`config.mk`:
```
export PLATFORM = sky130hd
export DESIGN_NAME = control_unit_p
export DESIGN_NICKNAME = d
export VERILOG_FILES = /design/src/rtl/control_unit_p_pkg.sv /design/src/rtl/cu_microstore.sv /design/src/rtl/control_unit_p.sv
export SDC_FILE = /design/constraint.sdc
export NUM_CORES = 1
export LEC_CHECK = 0
export ABC_AREA = 1
export BUFFER_PORTS_ARGS = -buffer_cell sky130_fd_sc_hd__buf_4
export CAP_MARGIN = 25
export CORE_ASPECT_RATIO = 0.6
export CORE_MARGIN = 5
export CORE_UTILIZATION = 50
export CTS_BUF_LIST = sky130_fd_sc_hd__clkbuf_8
export DETAILED_ROUTE_END_ITERATION = 7
export PLACE_DENSITY_LB_ADDON = 0.25
export SYNTH_ARGS = -nofsm -noshare
export SYNTH_HDL_FRONTEND = slang
export SYNTH_SLANG_ARGS = --single-unit
```
`constraint.sdc`:
```
create_clock -name CLK -period 2.3 [get_ports CLK]
set_input_delay 0.345 -clock CLK [delete_from_list [all_inputs] [get_ports CLK]]
set_output_delay 0.345 -clock CLK [all_outputs]
set_load 0.01 [all_outputs]
```
`src/rtl/control_unit_p_pkg.sv`:
```
// control_unit_p_pkg: control-word layout, next-state codes and helpers for the microprogrammed control unit
package control_unit_p_pkg;
  localparam int CTL_W = 34;
  localparam int N_HI = 57;
  localparam int N_LO = 55;
  localparam int INV_B = 54;
  localparam int MI_B = 53;
  localparam int S_HI = 52;
  localparam int S_LO = 50;
  localparam int CRA_HI = 49;
  localparam int CRA_LO = 42;
  localparam int CRB_HI = 41;
  localparam int CRB_LO = 34;
  localparam logic [CTL_W-1:0] C_FRLD = 34'h2_0000_0000;
  localparam logic [CTL_W-1:0] C_RFLD = 34'h1_0000_0000;
  localparam logic [CTL_W-1:0] C_IRLD = 34'h0_8000_0000;
  localparam logic [CTL_W-1:0] C_MARLD = 34'h0_4000_0000;
  localparam logic [CTL_W-1:0] C_MDRLD = 34'h0_2000_0000;
  localparam logic [CTL_W-1:0] C_RW = 34'h0_1000_0000;
  localparam logic [CTL_W-1:0] C_MOV = 34'h0_0800_0000;
  localparam int ST_DPS_IMM = 10;
  localparam int ST_DP_IMM = 11;
  localparam int ST_DPS_REG = 12;
  localparam int ST_LS_IMM = 16;
  localparam int ST_LS_REG = 17;
  localparam int ST_LSM = 20;
  localparam int ST_BR = 22;
  localparam int ST_UND = 31;
  typedef enum logic [2:0] {
    N_ENC = 3'b000, N_JMP = 3'b001, N_INC = 3'b010, N_STS_JI = 3'b011,
    N_STS_EI = 3'b100, N_STS_JE = 3'b101, N_RST = 3'b110, N_STS_IZ = 3'b111
  } n_e;
  typedef enum logic [1:0] {M_ENC, M_JMP, M_INC, M_ZERO} m_e;
  typedef enum logic [2:0] {S_MOC, S_COND, S_MLS0, S_MLS1, S_IR24, S_IR20, S_IR23, S_ONE} s_e;
  function automatic logic [7:0] encode(input logic [2:0] op, input logic b4, input logic b7);
    return (op == 3'b000 && !b4) ? 8'(ST_DPS_IMM) :
           (op == 3'b000 && !b7) ? 8'(ST_DPS_REG) :
           op == 3'b001 ? 8'(ST_DP_IMM) :
           op == 3'b010 ? 8'(ST_LS_IMM) :
           op == 3'b011 ? 8'(ST_LS_REG) :
           op == 3'b100 ? 8'(ST_LSM) :
           op == 3'b101 ? 8'(ST_BR) : 8'(ST_UND);
  endfunction
  function automatic m_e next_sel(input n_e n, input logic sts);
    case (n)
      N_ENC: return M_ENC;
      N_JMP: return M_JMP;
      N_INC: return M_INC;
      N_STS_JI: return sts ? M_JMP : M_INC;
      N_STS_EI: return sts ? M_ENC : M_INC;
      N_STS_JE: return sts ? M_JMP : M_ENC;
      N_RST: return M_ZERO;
      default: return sts ? M_INC : M_ZERO;
    endcase
  endfunction
  function automatic logic [63:0] uword(input n_e n, input logic inv, input logic mi, input s_e s,
                                        input logic [7:0] cr, input logic [CTL_W-1:0] ctl);
    return {6'd0, n, inv, mi, s, 8'd0, cr, ctl};
  endfunction
endpackage

```
`src/rtl/cu_microstore.sv`:
```
// cu_microstore: combinational microprogram ROM; unlisted addresses fall back to 0
module cu_microstore
  import control_unit_p_pkg::*;
#(
  parameter int ADDR_W = 8
) (
  input  logic [ADDR_W-1:0] addr,
  output logic [63:0]       word
);
  always_comb begin
    case (int'(addr))
      0: word = uword(N_INC, 1'b0, 1'b0, S_MOC, 8'd0, '0);
      1: word = uword(N_INC, 1'b0, 1'b0, S_MOC, 8'd0, C_MARLD);
      2: word = uword(N_INC, 1'b0, 1'b0, S_MOC, 8'd0, C_RW | C_MOV);
      3: word = uword(N_STS_JI, 1'b1, 1'b0, S_MOC, 8'd3, C_RW | C_MOV | C_MDRLD);
      4: word = uword(N_STS_EI, 1'b0, 1'b0, S_COND, 8'd0, C_IRLD);
      5: word = uword(N_JMP, 1'b0, 1'b0, S_MOC, 8'd1, '0);
      ST_DPS_IMM, ST_DP_IMM, ST_DPS_REG: word = uword(N_JMP, 1'b0, 1'b0, S_MOC, 8'd1, C_RFLD | C_FRLD);
      ST_LS_IMM, ST_LS_REG: word = uword(N_JMP, 1'b0, 1'b0, S_MOC, 8'd18, C_MARLD);
      18: word = uword(N_STS_JI, 1'b0, 1'b0, S_IR20, 8'd19, '0);
      19: word = uword(N_STS_JI, 1'b1, 1'b0, S_MOC, 8'd19, C_RW | C_MOV);
      ST_LSM: word = uword(N_JMP, 1'b0, 1'b0, S_MOC, 8'd1, C_RFLD);
      21: word = uword(N_STS_JI, 1'b1, 1'b0, S_MOC, 8'd21, C_MOV);
      ST_BR: word = uword(N_JMP, 1'b0, 1'b0, S_MOC, 8'd1, '0);
      23, 24: word = uword(N_JMP, 1'b0, 1'b0, S_MOC, 8'd1, C_RFLD);
      default: word = uword(N_RST, 1'b0, 1'b0, S_MOC, 8'd0, '0);
    endcase
  end
endmodule

```
`src/rtl/control_unit_p.sv`:
```
// control_unit_p: microprogrammed sequencer; control register reloads from the microstore every cycle
module control_unit_p
  import control_unit_p_pkg::*;
#(
  parameter int ADDR_W = 8
) (
  input  logic             CLK,
  input  logic             RESET_N,
  input  logic [31:0]      IR,
  input  logic             MOC,
  input  logic             COND,
  input  logic             MLS0,
  input  logic             MLS1,
  output logic [CTL_W-1:0] CTL
);
  logic [63:0] q, rom_word;
  logic [ADDR_W-1:0] incr, mux_a, mux_e, enc, addr;
  logic [7:0] status;
  logic sts, unused_bits;
  m_e m;
  assign status = {1'b1, IR[23], IR[20], IR[24], MLS1, MLS0, COND, MOC};
  assign sts = status[q[S_HI:S_LO]] ^ q[INV_B];
  assign m = next_sel(n_e'(q[N_HI:N_LO]), sts);
  assign enc = ADDR_W'(encode(IR[27:25], IR[4], IR[7]));
  assign mux_e = ADDR_W'(q[MI_B] ? q[CRA_HI:CRA_LO] : q[CRB_HI:CRB_LO]);
  always_comb mux_a = m == M_ENC ? enc : m == M_JMP ? mux_e : m == M_INC ? incr : '0;
  // Reset steers the ROM to address 0 so the register loads the idle word
  assign addr = RESET_N ? mux_a : '0;
  cu_microstore #(.ADDR_W(ADDR_W)) u_rom (.addr(addr), .word(rom_word));
  always_ff @(posedge CLK) begin
    q <= rom_word;
    incr <= RESET_N ? mux_a + 1'b1 : ADDR_W'(1);
  end
  assign CTL = q[CTL_W-1:0];
  assign unused_bits = ^{q[63:58], IR[31:28], IR[22:21], IR[19:8], IR[6:5], IR[3:0]};
endmodule

```
==> Word-level counts from Yosys, hierarchy flattened <==
Memory sizes are Yosys's and may differ from the RTL's. A register that Yosys moved wholly into a read port is not among the register bits.
Index checks and enable logic that the tools add are counted.
{ "classes": {"add_sub_neg": 1, "order_cmp": 1, "n_eq_ne": 13, "n_mux": 19, "n_bitwise": 1, "reduce_logical": 9} }
{ "op_table": {"columns": ["operator", "count"], "rows": [
  ["2-to-1 mux 8 bit", 5],
  ["2-to-1 mux 4 bit", 4],
  ["equality test 3 bit (second input constant)", 5],
  ["2-to-1 mux 5 bit", 3],
  ["case mux 2 bit (7 select lines)", 1],
  ["equality test 3 x 2 -> 1 bit (second input constant)", 4],
  ["logical NOT 3 bit", 3],
  ["adder 8 x 1 -> 8 bit (second input constant)", 1],
  ["equality test 3 x 1 -> 1 bit (second input constant)", 2],
  ["less-than comparator 3 x 4 -> 1 bit (second input constant)", 1],
  ["2-to-1 mux 2 bit", 2],
  ["binary-select mux 1 bit (select 3 bit)", 1],
  ["logical NOT 1 bit", 3],
  ["2-to-1 mux 1 bit", 3],
  ["equality test 2 x 1 -> 1 bit (second input constant)", 1],
  ["equality test 2 bit (second input constant)", 1],
  ["logical AND 1 bit", 2],
  ["logical NOT 2 bit", 1],
  ["XOR 1 bit", 1]
]} }
{ "word_totals": {"register_bits": 66, "mem_bits_ro": 544, "inputBits": 38, "out_inout_bits": 34, "memories": 1} }
{ "memory_table": {"columns": ["name", "words", "word_bits", "rd", "rd_ports_with_merged_regs", "write_ports", "line", "text"], "rows": [
  ["(no name shown)", 32, 17, 1, 1, 0, "cu_microstore.sv:11", "case (int'(addr))"]
]} }

==> Depth between registers and ports, before layout <==
Gate-level depths: netlist of run 1.
{ "logic_depth": {"ltp_word": 12, "depth_mapped": 20, "mapped_depth_nobuf": 20} }

==> By module <==
A second synthesis of run 1 with hierarchy kept.
{ "unflattened": {"cells_unflattened": 380, "area_unflattened_um2": 3136.8} }
{ "modules_own_cells": {"columns": ["module", "n_inst", "cells_per_inst", "area_each_um2", "seq_area_each_um2"], "rows": [
  ["control_unit_p", 1, 265, 2399.8, 1321.3],
  ["cu_microstore", 1, 115, 737.0, 0.0]
]} }

==> Least setup slack after synthesis of run 1 <==
Ideal clock, no wire load.
{ "synth_path": {"path_kind": "reg2reg", "startpoint": "register q[50]", "endpoint": "register q[34]", "setup_time_ps": 114, "arrival_ps": 1993, "required_time_ps": 2186, "path_slack_ps": 193, "path_stages_with_launch": 20, "n_path_buf": 0, "path_cell_list": "dfxtp_1 inv_1 nand2_1 nand3_2 nand2_1 nand2_1 nand3_1 nand2_2 nand2_4 o21ai_0 nand2_1 nor2_1 inv_1 ha_1 nand2_1 nand2_1 nand2_1 nand2_1 nand2_1 nor2_1"} }
{ "synth_via": {"elab_chain_cells": 12, "word_cells_on_any_way": 17, "classes_between": "eq/ne: 2; mux: 11; bitwise: 1; reduce/logical: 3"} }
{ "synth_lines": {"columns": ["element", "line", "text"], "rows": [
  ["from (decl)", "control_unit_p.sv:16", "logic [63:0] q, rom_word;"],
  ["binary-select mux 1 bit (select 3 bit) *", "control_unit_p.sv:22", "assign sts = status[q[S_HI:S_LO]] ^ q[INV_B];"],
  ["2-to-1 mux 1 bit (not written as such) *", "control_unit_p.sv:22", null],
  ["XOR 1 bit *", "control_unit_p.sv:22", null],
  ["2-to-1 mux 1 bit (tied with other cells)", "control_unit_p_pkg.sv:53", "default: return sts ? M_INC : M_ZERO;"],
  ["case mux 2 bit (7 select lines) *", "control_unit_p_pkg.sv:45", "case (n)"],
  ["equality test 2 bit", "control_unit_p.sv:26", "always_comb mux_a = m == M_ENC ? enc : m == M_JMP ? mux_e : m == M_INC ? incr : '0;"],
  ["2-to-1 mux 8 bit (2 in series)", "control_unit_p.sv:26", null],
  ["2-to-1 mux 8 bit *", "control_unit_p.sv:26", null],
  ["2-to-1 mux 8 bit *", "control_unit_p.sv:28", "assign addr = RESET_N ? mux_a : '0;"],
  ["logical NOT 3 bit", "cu_microstore.sv:11", null],
  ["logical NOT 1 bit (no source line)", null, null]
]} }
Every way passes the cells marked *; elsewhere a longest branch is shown, timed or not. The select of a mux whose other input is x is not followed.
A chain may end at the register's enable or synchronous reset.

==> Worst setup path in the final report of run 1 <==
{ "layout_path": {"startpoint": "register q[50]", "endpoint": "register q[56]"} }
The elaborated chain is that of the path after synthesis.

==> flow_summary.json, run 1 <==
{
  "synth_top_cell_area_share": 0.286,
  "cap_viol_max_count": 0,
  "antenna_left": 0,
  "fin_crit_sh": 0.975,
  "final-seq-area_um2": 503,
  "grt_pass1_wl_mm": 6.18,
  "core_um2": 3300,
  "first_pass_iters": 4,
  "outcome": "finished, final reports clean",
  "ys_types": 27,
  "ir_drop_mv": 0.661,
  "clock_latency_ns": 0.28,
  "path_common_cell": "nand2_1",
  "layout.nets": 330,
  "min_period_ns": 2.24,
  "cts.clk_slew.worst_paths_ns": 0.10,
  "place_worst_setup_slack_ns": -0.235,
  "io_pins": 72,
  "track_usage": 0.155,
  "antenna_found_initial": 0,
  "numPortBuffers": 17,
  "wirelength_mm": 3.99,
  "hold_class": "in2reg",
  "slew_viol_final": 0,
  "initial_utilization": 0.530,
  "synth.avg_cell_area_um2": 6.84,
  "hold_viol_final": 0,
  "path_buf_inv": 4,
  "cts.sinks": 25,
  "drc": 0,
  "die_h_um": 55.8,
  "cp_slowest_cell": "dfxtp_2",
  "die_w_um": 86.4,
  "place_area_um2": 1880,
  "end_kind": "register",
  "rsz0062_at_grt": "yes",
  "drive_gt1_frac": 0.316,
  "setup.worst_path.class": "reg2reg",
  "tritoncts": "yes",
  "num_antenna_cells": 0,
  "clockBufferDepth": 2,
  "p_total_uw": 3060,
  "grt_max_degree": 16,
  "clockRootBuffer": "clkbuf_8",
  "avgViaCountPerCell": 4.76,
  "critPathMaxFanout": 6,
  "synth_seq_area_share": 0.286,
  "fin_area_um2": 2120,
  "synth_area_leaders": "dfxtp_1 29%, buf_4 15%, nand2_1 13%",
  "htree_levels": 1,
  "leakage_uw": 0.00107,
  "row_count": 16,
  "dieArea_um2": 4830,
  "grt-ovfl-total": 0,
  "syn_area_um2": 1750,
  "num-fill-cells": 316,
  "power_density_nw_per_um2": 1440,
  "first_iter_violations": 58,
  "wl_per_cell_um": 12.1,
  "final-setup-viol-count": 0,
  "synth-seq-cells": 25,
  "cp_slowest_stage_delay_ns": 0.36,
  "worstPathCellList": "inv_2, nand2_2, nand3_4, nand2_4, nand2_1, nand2_1, nand3_2, buf_6, nand4_1, nand3_1, inv_1, nand2_1, nand3_1, nand3_1, nand2_1, inv_1",
  "hold_slack_ns": 0.393,
  "multi_input_area_um2": 1120,
  "areaGrowthSynthToFinish_pct": 20.8,
  "arrival_ns": 2.43,
  "first_global_vias": 1266,
  "synth_top_area_cell": "dfxtp_1",
  "clock.fmax_ghz": 0.446,
  "setup_slack_ns": 0.0580,
  "required_ns": 2.49,
  "synth-warning-count": 0,
  "vias": 1572,
  "gp_congestion": 0.922,
  "clock_skew_ns": 0.00449,
  "dp_hpwl_mm": 2.97,
  "numCtsBuffers": 3,
  "synthCells": 256,
  "start_kind": "register",
  "crit_family": "simple AND/OR/NAND/NOR gates"
}
[worst paths after layout]
path,start,end,slack [ns],depth (start not counted)
hold reg to reg,incr[6],incr[6],0.50,2
setup reg to reg,q[50],q[56],0.06,16
hold / removal,RESET_N,incr[6],0.39,3
setup / recovery,q[50],q[56],0.06,16
[report_power, final]
part	switching [µW]	internal, µW
combinational	1320	826
sequential	59.8	569
clock	156	123
total	1540	1520
[kinds of logic after synthesis]
kind of cell    after synthesis  synth area share
compound gates               24            0.0836
buf+inv                      67             0.218
fa+ha+maj                     6            0.0429
flops                        25             0.286
simple gates                133             0.368
other cells                   1           0.00214
[registers in the layout (all words and copies together) (netlist names)]
| name | flops |
|---|---|
| incr | 8 |
| q | 17 |
[cell type report]
class	instances	share of cell area
Timing Repair Buffer	34	0.126
Inverter	32	0.0580
Clock buffer	3	0.0195
Clock inverter	1	0.00355
Tap cell	45	0.0266
Multi-Input combinational cell	190	0.529
Sequential cell	25	0.238
[through the flow]
stage / std cells / util / TNS [ns]
6_report: 330 / 0.641 / 0
5_1_grt: 330 / 0.641 / -0.539
4_1_cts: 327 / 0.588 / 0
3_5_place_dp: 323 / 0.569 / -1.44
3_3_place_gp: 323 / 0.569 / -0.805
2_1_floorplan: 282 / - / 0
[tightest hold or removal path: stages]
cell and delay, ns:
buf_4 0.17, nand2_1 0.08, a21oi_1 0.03
[Yosys cell counts, drive strengths merged]
cell / n
dfxtp: 25
o311ai: 1
o21a: 1
buf: 34
clkbuf: 1
o21bai: 1
o2111ai: 1
nand4: 5
nand2: 69
nand3: 31
a21oi: 9
inv: 32
nor3: 3
o21ai: 8
a211oi: 1
ha: 6
o22ai: 2
nor2: 25
conb: 1
[routing by layer]
layer,wire (µm),up-vias,global-route usage
met5,0,-,0
met4,29,0,0.0200
met3,311,6,0.0385
met2,1700,49,0.214
met1,1940,695,0.243
li1,-,822,-
[repair_timing]
item | CTS | global route
setup buffers | 0 | 3
pin swaps | 2 | 16
gates resized for setup | 6 | 39
hold endpoints to repair | 0 | 0
setup endpoints to repair | 11 | 21
hold buffers | 0 | 0
[cells in the final DEF, fill, tap and decap left out, drive strengths merged]
cell type  netlist  routed
o22ai            2       2
nand4            5       5
o21a             1       1
o311ai           1       1
clkinvlp         0       1
ha               6       6
a211oi           1       1
nand2           69      69
a21oi            9       9
nor2            25      25
inv             32      32
nor3             3       3
clkbuf           1       3
nand3           31      31
conb             1      27
buf             34      34
o21bai           1       1
o21ai            8       8
o2111ai          1       1
dfxtp           25      25
No activity file was read; power rests on OpenSTA's default activity.
==> inputs of run 2 (changes only) <==
Settings changed: RECOVER_POWER set to 100.
==> flow_summary.json, run 2 (synthesized netlist as in run 1, its figures left out) <==
{
  "outcome": "finished, final reports clean",
  "clockRootBuffer": "clkbuf_8",
  "final_common_cell": "nand2_1",
  "multi_input_area_um2": 1120,
  "path_buf_inv": 4,
  "largestRegisters": "q: 17 flops, incr: 8 flops",
  "drive_gt1_frac": 0.291,
  "dp_hpwl_mm": 2.97,
  "htree_levels": 1,
  "min_period_ns": 2.23,
  "first_iter_violations": 66,
  "wirelength_mm": 3.99,
  "clockBufferDepth": 2,
  "first_pass_iters": 4,
  "num-fill-cells": 320,
  "setup.worst_path.class": "reg2reg",
  "clock_skew_ns": 0.00501,
  "largest_register_ffs": 17,
  "row_count": 16,
  "power_density_nw_per_um2": 1450,
  "avgViaCountPerCell": 4.74,
  "final-seq-area_um2": 503,
  "dieArea_um2": 4830,
  "crit_family": "simple AND/OR/NAND/NOR gates",
  "hold_viol_final": 0,
  "start_kind": "register",
  "io_pins": 72,
  "grt_pass1_wl_mm": 6.18,
  "required_ns": 2.49,
  "fin_area_um2": 2090,
  "cp_slowest_stage_delay_ns": 0.36,
  "cts.clk_slew.worst_paths_ns": 0.10,
  "end_kind": "register",
  "clock_latency_ns": 0.28,
  "rsz0062_at_grt": "yes",
  "ir_drop_mv": 0.657,
  "cp_slowest_cell": "dfxtp_2",
  "gp_congestion": 0.922,
  "place_area_um2": 1880,
  "track_usage": 0.155,
  "clock.fmax_ghz": 0.449,
  "hold_class": "in2reg",
  "final_cell_mix": "51 x nand2_1, 27 x conb_1, 24 x buf_4, 23 x inv_1, 23 x dfxtp_1",
  "layout.nets": 330,
  "setup_tns_ns": 0,
  "worstPathCellList": "inv_2, nand2_2, nand3_4, nand2_4, nand2_1, nand2_1, nand3_2, buf_6, nand4_1, nand3_1, inv_1, nand2_1, nand3_1, nand3_1, nand2_1, inv_1",
  "slew_viol_final": 0,
  "drc": 0,
  "first_global_vias": 1266,
  "top_register": "q",
  "fin_crit_sh": 0.968,
  "core_um2": 3300,
  "critPathMaxFanout": 6,
  "tritoncts": "yes",
  "antenna_left": 0,
  "areaGrowthSynthToFinish_pct": 19.3,
  "wl_per_cell_um": 12.1,
  "path_common_cell": "nand2_1",
  "grt-ovfl-total": 0,
  "holdBufCountCts": 0,
  "num_antenna_cells": 0,
  "grt_max_degree": 16,
  "arrival_ns": 2.41,
  "die_h_um": 55.8,
  "antenna_found_initial": 0,
  "numPortBuffers": 17,
  "numCtsBuffers": 3,
  "cap_viol_max_count": 0,
  "leakage_uw": 0.00104,
  "vias": 1563,
  "cts.sinks": 25,
  "final-setup-viol-count": 0,
  "initial_utilization": 0.530,
  "die_w_um": 86.4
}
==> run 2: cell types whose count changed in the layout (fill, tap and decap cells not counted), sizes merged <==
cell and delta:
buf -7, clkbuf +7
==> run 2: final cells by class <==
cell class,instances,area share
multi-input cells,190,0.535
flip-flops and latches,25,0.241
repair buffers,34,0.115
inverters,32,0.0587
well taps,45,0.0269
clock buffers,3,0.0198
clock inverters,1,0.00359
==> run 2: per-layer routing <==
layer	share of wire	up-vias	GRT usage
met5	0	-	0
met1	0.49	695	0.243
met3	0.070	6	0.0385
met2	0.43	41	0.214
li1	-	821	-
met4	0.0080	0	0.0200
==> run 2: repair_timing <==
item	4_1_cts	5_1_grt
pin swaps	2	16
buffers inserted	0	3
resized for setup	6	39
cloned	0	0
setup endpoints to repair	11	21
==> run 2: stage by stage <==
step | util | total power (µW) | hold slack (ns) | setup slack [ns] | std cells
finish | 0.633 | 3020 | 0.394 | 0.0747 | 330
global route | 0.633 | 3290 | 0.397 | -0.0699 | 330
CTS | 0.588 | 2730 | 0.382 | 0.00150 | 327
detailed placement | 0.569 | 2420 | 0.484 | -0.235 | 323
global placement | 0.569 | 2390 | 0.487 | -0.177 | 323
floorplan | - | 1900 | 0.463 | 0.193 | 282
==> run 2: worst paths after layout <==
check                           endpoint  startpoint  slack, ns  cells after the start
worst max-delay path               q[56]       q[50]       0.07                     16
worst max register to register     q[56]       q[50]       0.07                     16
worst min register to register   incr[6]     incr[6]       0.50                      2
worst min-delay path             incr[6]     RESET_N       0.39                      3
==> run 2: tightest hold or removal path: cells and delay by family <==
family / cells / cell delay, ns
buffers and inverters: 1 / 0.17
AO/OA/AOI/OAI: 1 / 0.03
AND/OR/NAND/NOR: 1 / 0.08
==> run 2: report_power, final <==
group          switching, µW  internal (µW)
Clock                    156            123
Sequential              58.8            569
Combinational           1320            799
==> inputs of run 3 (changes only) <==
Settings changed: CAP_MARGIN 25 to 20, CORE_UTILIZATION 50 to 57, SETUP_SLACK_MARGIN set to 0.3, SYNTH_HIERARCHICAL set to 1.
==> flow_summary.json, run 3 <==
{
  "clockBufferDepth": 2,
  "grt-ovfl-total": 0,
  "fin_area_um2": 4210,
  "grt_pass1_wl_mm": 11.2,
  "vias": 2588,
  "wirelength_mm": 8.16,
  "htree_levels": 3,
  "slew_viol_final": 0,
  "grt_max_degree": 14,
  "drc": 0,
  "track_usage": 0.209,
  "fin_crit_sh": 1.07,
  "ir_drop_mv": 0.812,
  "clockRootBuffer": "clkbuf_8",
  "syn_area_um2": 3090,
  "leakage_uw": 0.00194,
  "synth-warning-count": 6,
  "first_global_vias": 2369,
  "clock_skew_ns": 0.00764,
  "numPortBuffers": 47,
  "power_density_nw_per_um2": 1690,
  "required_ns": 2.53,
  "stdcell_count": 524,
  "clock.fmax_ghz": 0.405,
  "rsz0062_at_grt": "yes",
  "row_count": 20,
  "avgViaCountPerCell": 4.94,
  "tritoncts": "yes",
  "cts.clk_slew.worst_paths_ns": 0.08,
  "clock_latency_ns": 0.35,
  "die_h_um": 67.0,
  "final_cell_mix": "64 x dfxtp_1, 60 x buf_4, 41 x conb_1, 40 x nand2_1, 34 x clkbuf_1",
  "io_pins": 72,
  "synthCells": 374,
  "start_kind": "register",
  "drive_gt1_frac": 0.432,
  "end_kind": "register",
  "top_register": "q",
  "cap_viol_max_count": 0,
  "outcome": "finished, violations left",
  "dieArea_um2": 7050,
  "synth.avg_cell_area_um2": 8.27,
  "first_iter_violations": 233,
  "numCtsBuffers": 9,
  "die_w_um": 105,
  "final-setup-viol-count": 16,
  "layout.nets": 497,
  "hold_viol_final": 0,
  "place_inst": 487,
  "final_common_cell": "dfxtp_1",
  "antenna_left": 0,
  "hold_class": "in2reg",
  "first_pass_iters": 5,
  "antenna_found_initial": 0,
  "arrival_ns": 2.70,
  "largest_register_ffs": 58,
  "holdBufCountCts": 0,
  "gp_congestion": 0.887,
  "initial_utilization": 0.600,
  "largestRegisters": "q: 58 flops, incr: 8 flops",
  "min_period_ns": 2.47,
  "critPathMaxFanout": 5,
  "cts.sinks": 66,
  "areaGrowthSynthToFinish_pct": 36.1,
  "setup_slack_ns": -0.169,
  "dp_hpwl_mm": 4.79,
  "core_um2": 5150,
  "wl_per_cell_um": 15.6,
  "setup.worst_path.class": "reg2reg",
  "place_area_um2": 3440,
  "violations": "setup timing",
  "num_antenna_cells": 0
}
-- run 3: worst max-delay path, stage by stage, from the launching register on --
cell and delay, ns:
dfxtp_4 0.37, inv_4 0.07, nand2_2 0.05, nand3_2 0.07, nand3_4 0.11, nand2_4 0.10, nand2_4 0.06, nand3_4 0.09
nand2_8 0.08, buf_6 0.16, o211ai_1 0.18, nand2_1 0.12, nand2_2 0.13, nor2_1 0.07, buf_4 0.16, inv_4 0.11
buf_4 0.15, nor2_1 0.05, nand2_1 0.12, nand3_2 0.09
-- run 3: path summary, 6_finish.rpt --
check	start	endpoint	slack (ns)	cells after the start
worst max-delay path	q[52]	q[56]	-0.17	19
worst min-delay path	RESET_N	incr[2]	0.26	3
worst max register to register	q[52]	q[56]	-0.17	19
worst min register to register	incr[7]	incr[7]	0.60	3
-- run 3: routing by layer --
metal / GRT usage / vias up / part of all wire
met5: 0 / - / 0
met4: 0.0957 / 0 / 0.022
met3: 0.0726 / 27 / 0.091
met2: 0.349 / 152 / 0.49
met1: 0.245 / 1188 / 0.40
li1: - / 1221 / -
-- run 3: power breakdown --
part	total (µW)	leakage (µW)	internal, µW	switching (µW)
logic	4530	0.00127	1960	2570
registers	1430	0.000553	1340	90.1
clock network	1140	0.000118	653	490
total	7100	0.00194	3950	3150
-- run 3: area by class of cell --
cell class / count / area (µm²)
Multi-Input combinational cell: 231 / 1680
Clock inverter: 6 / 95.1
Timing Repair Buffer: 106 / 722
Inverter: 39 / 168
Sequential cell: 66 / 1330
Clock buffer: 10 / 138
Tap cell: 66 / 82.6
Fill cell: 303 / 947
-- run 3: per-stage QoR --
stage | total power, µW | hold WS [ns] | TNS (ns) | util | setup slack [ns]
2_1_floorplan | 3230 | 0.438 | 0 | - | 0.148
3_3_place_gp | 4090 | 0.601 | -1.37 | 0.668 | -0.154
3_5_place_dp | 4210 | 0.597 | -2.73 | 0.668 | -0.211
4_1_cts | 6140 | 0.223 | -0.206 | 0.779 | -0.0510
5_1_grt | 7440 | 0.256 | -3.65 | 0.816 | -0.254
6_report | 7100 | 0.259 | -1.59 | 0.816 | -0.169
-- run 3: timing repair --
item | in CTS | in global routing
buffers inserted | 9 | 12
endpoints found under the setup margin | 24 | 25
resized for setup | 69 | 53
pin swaps | 33 | 33
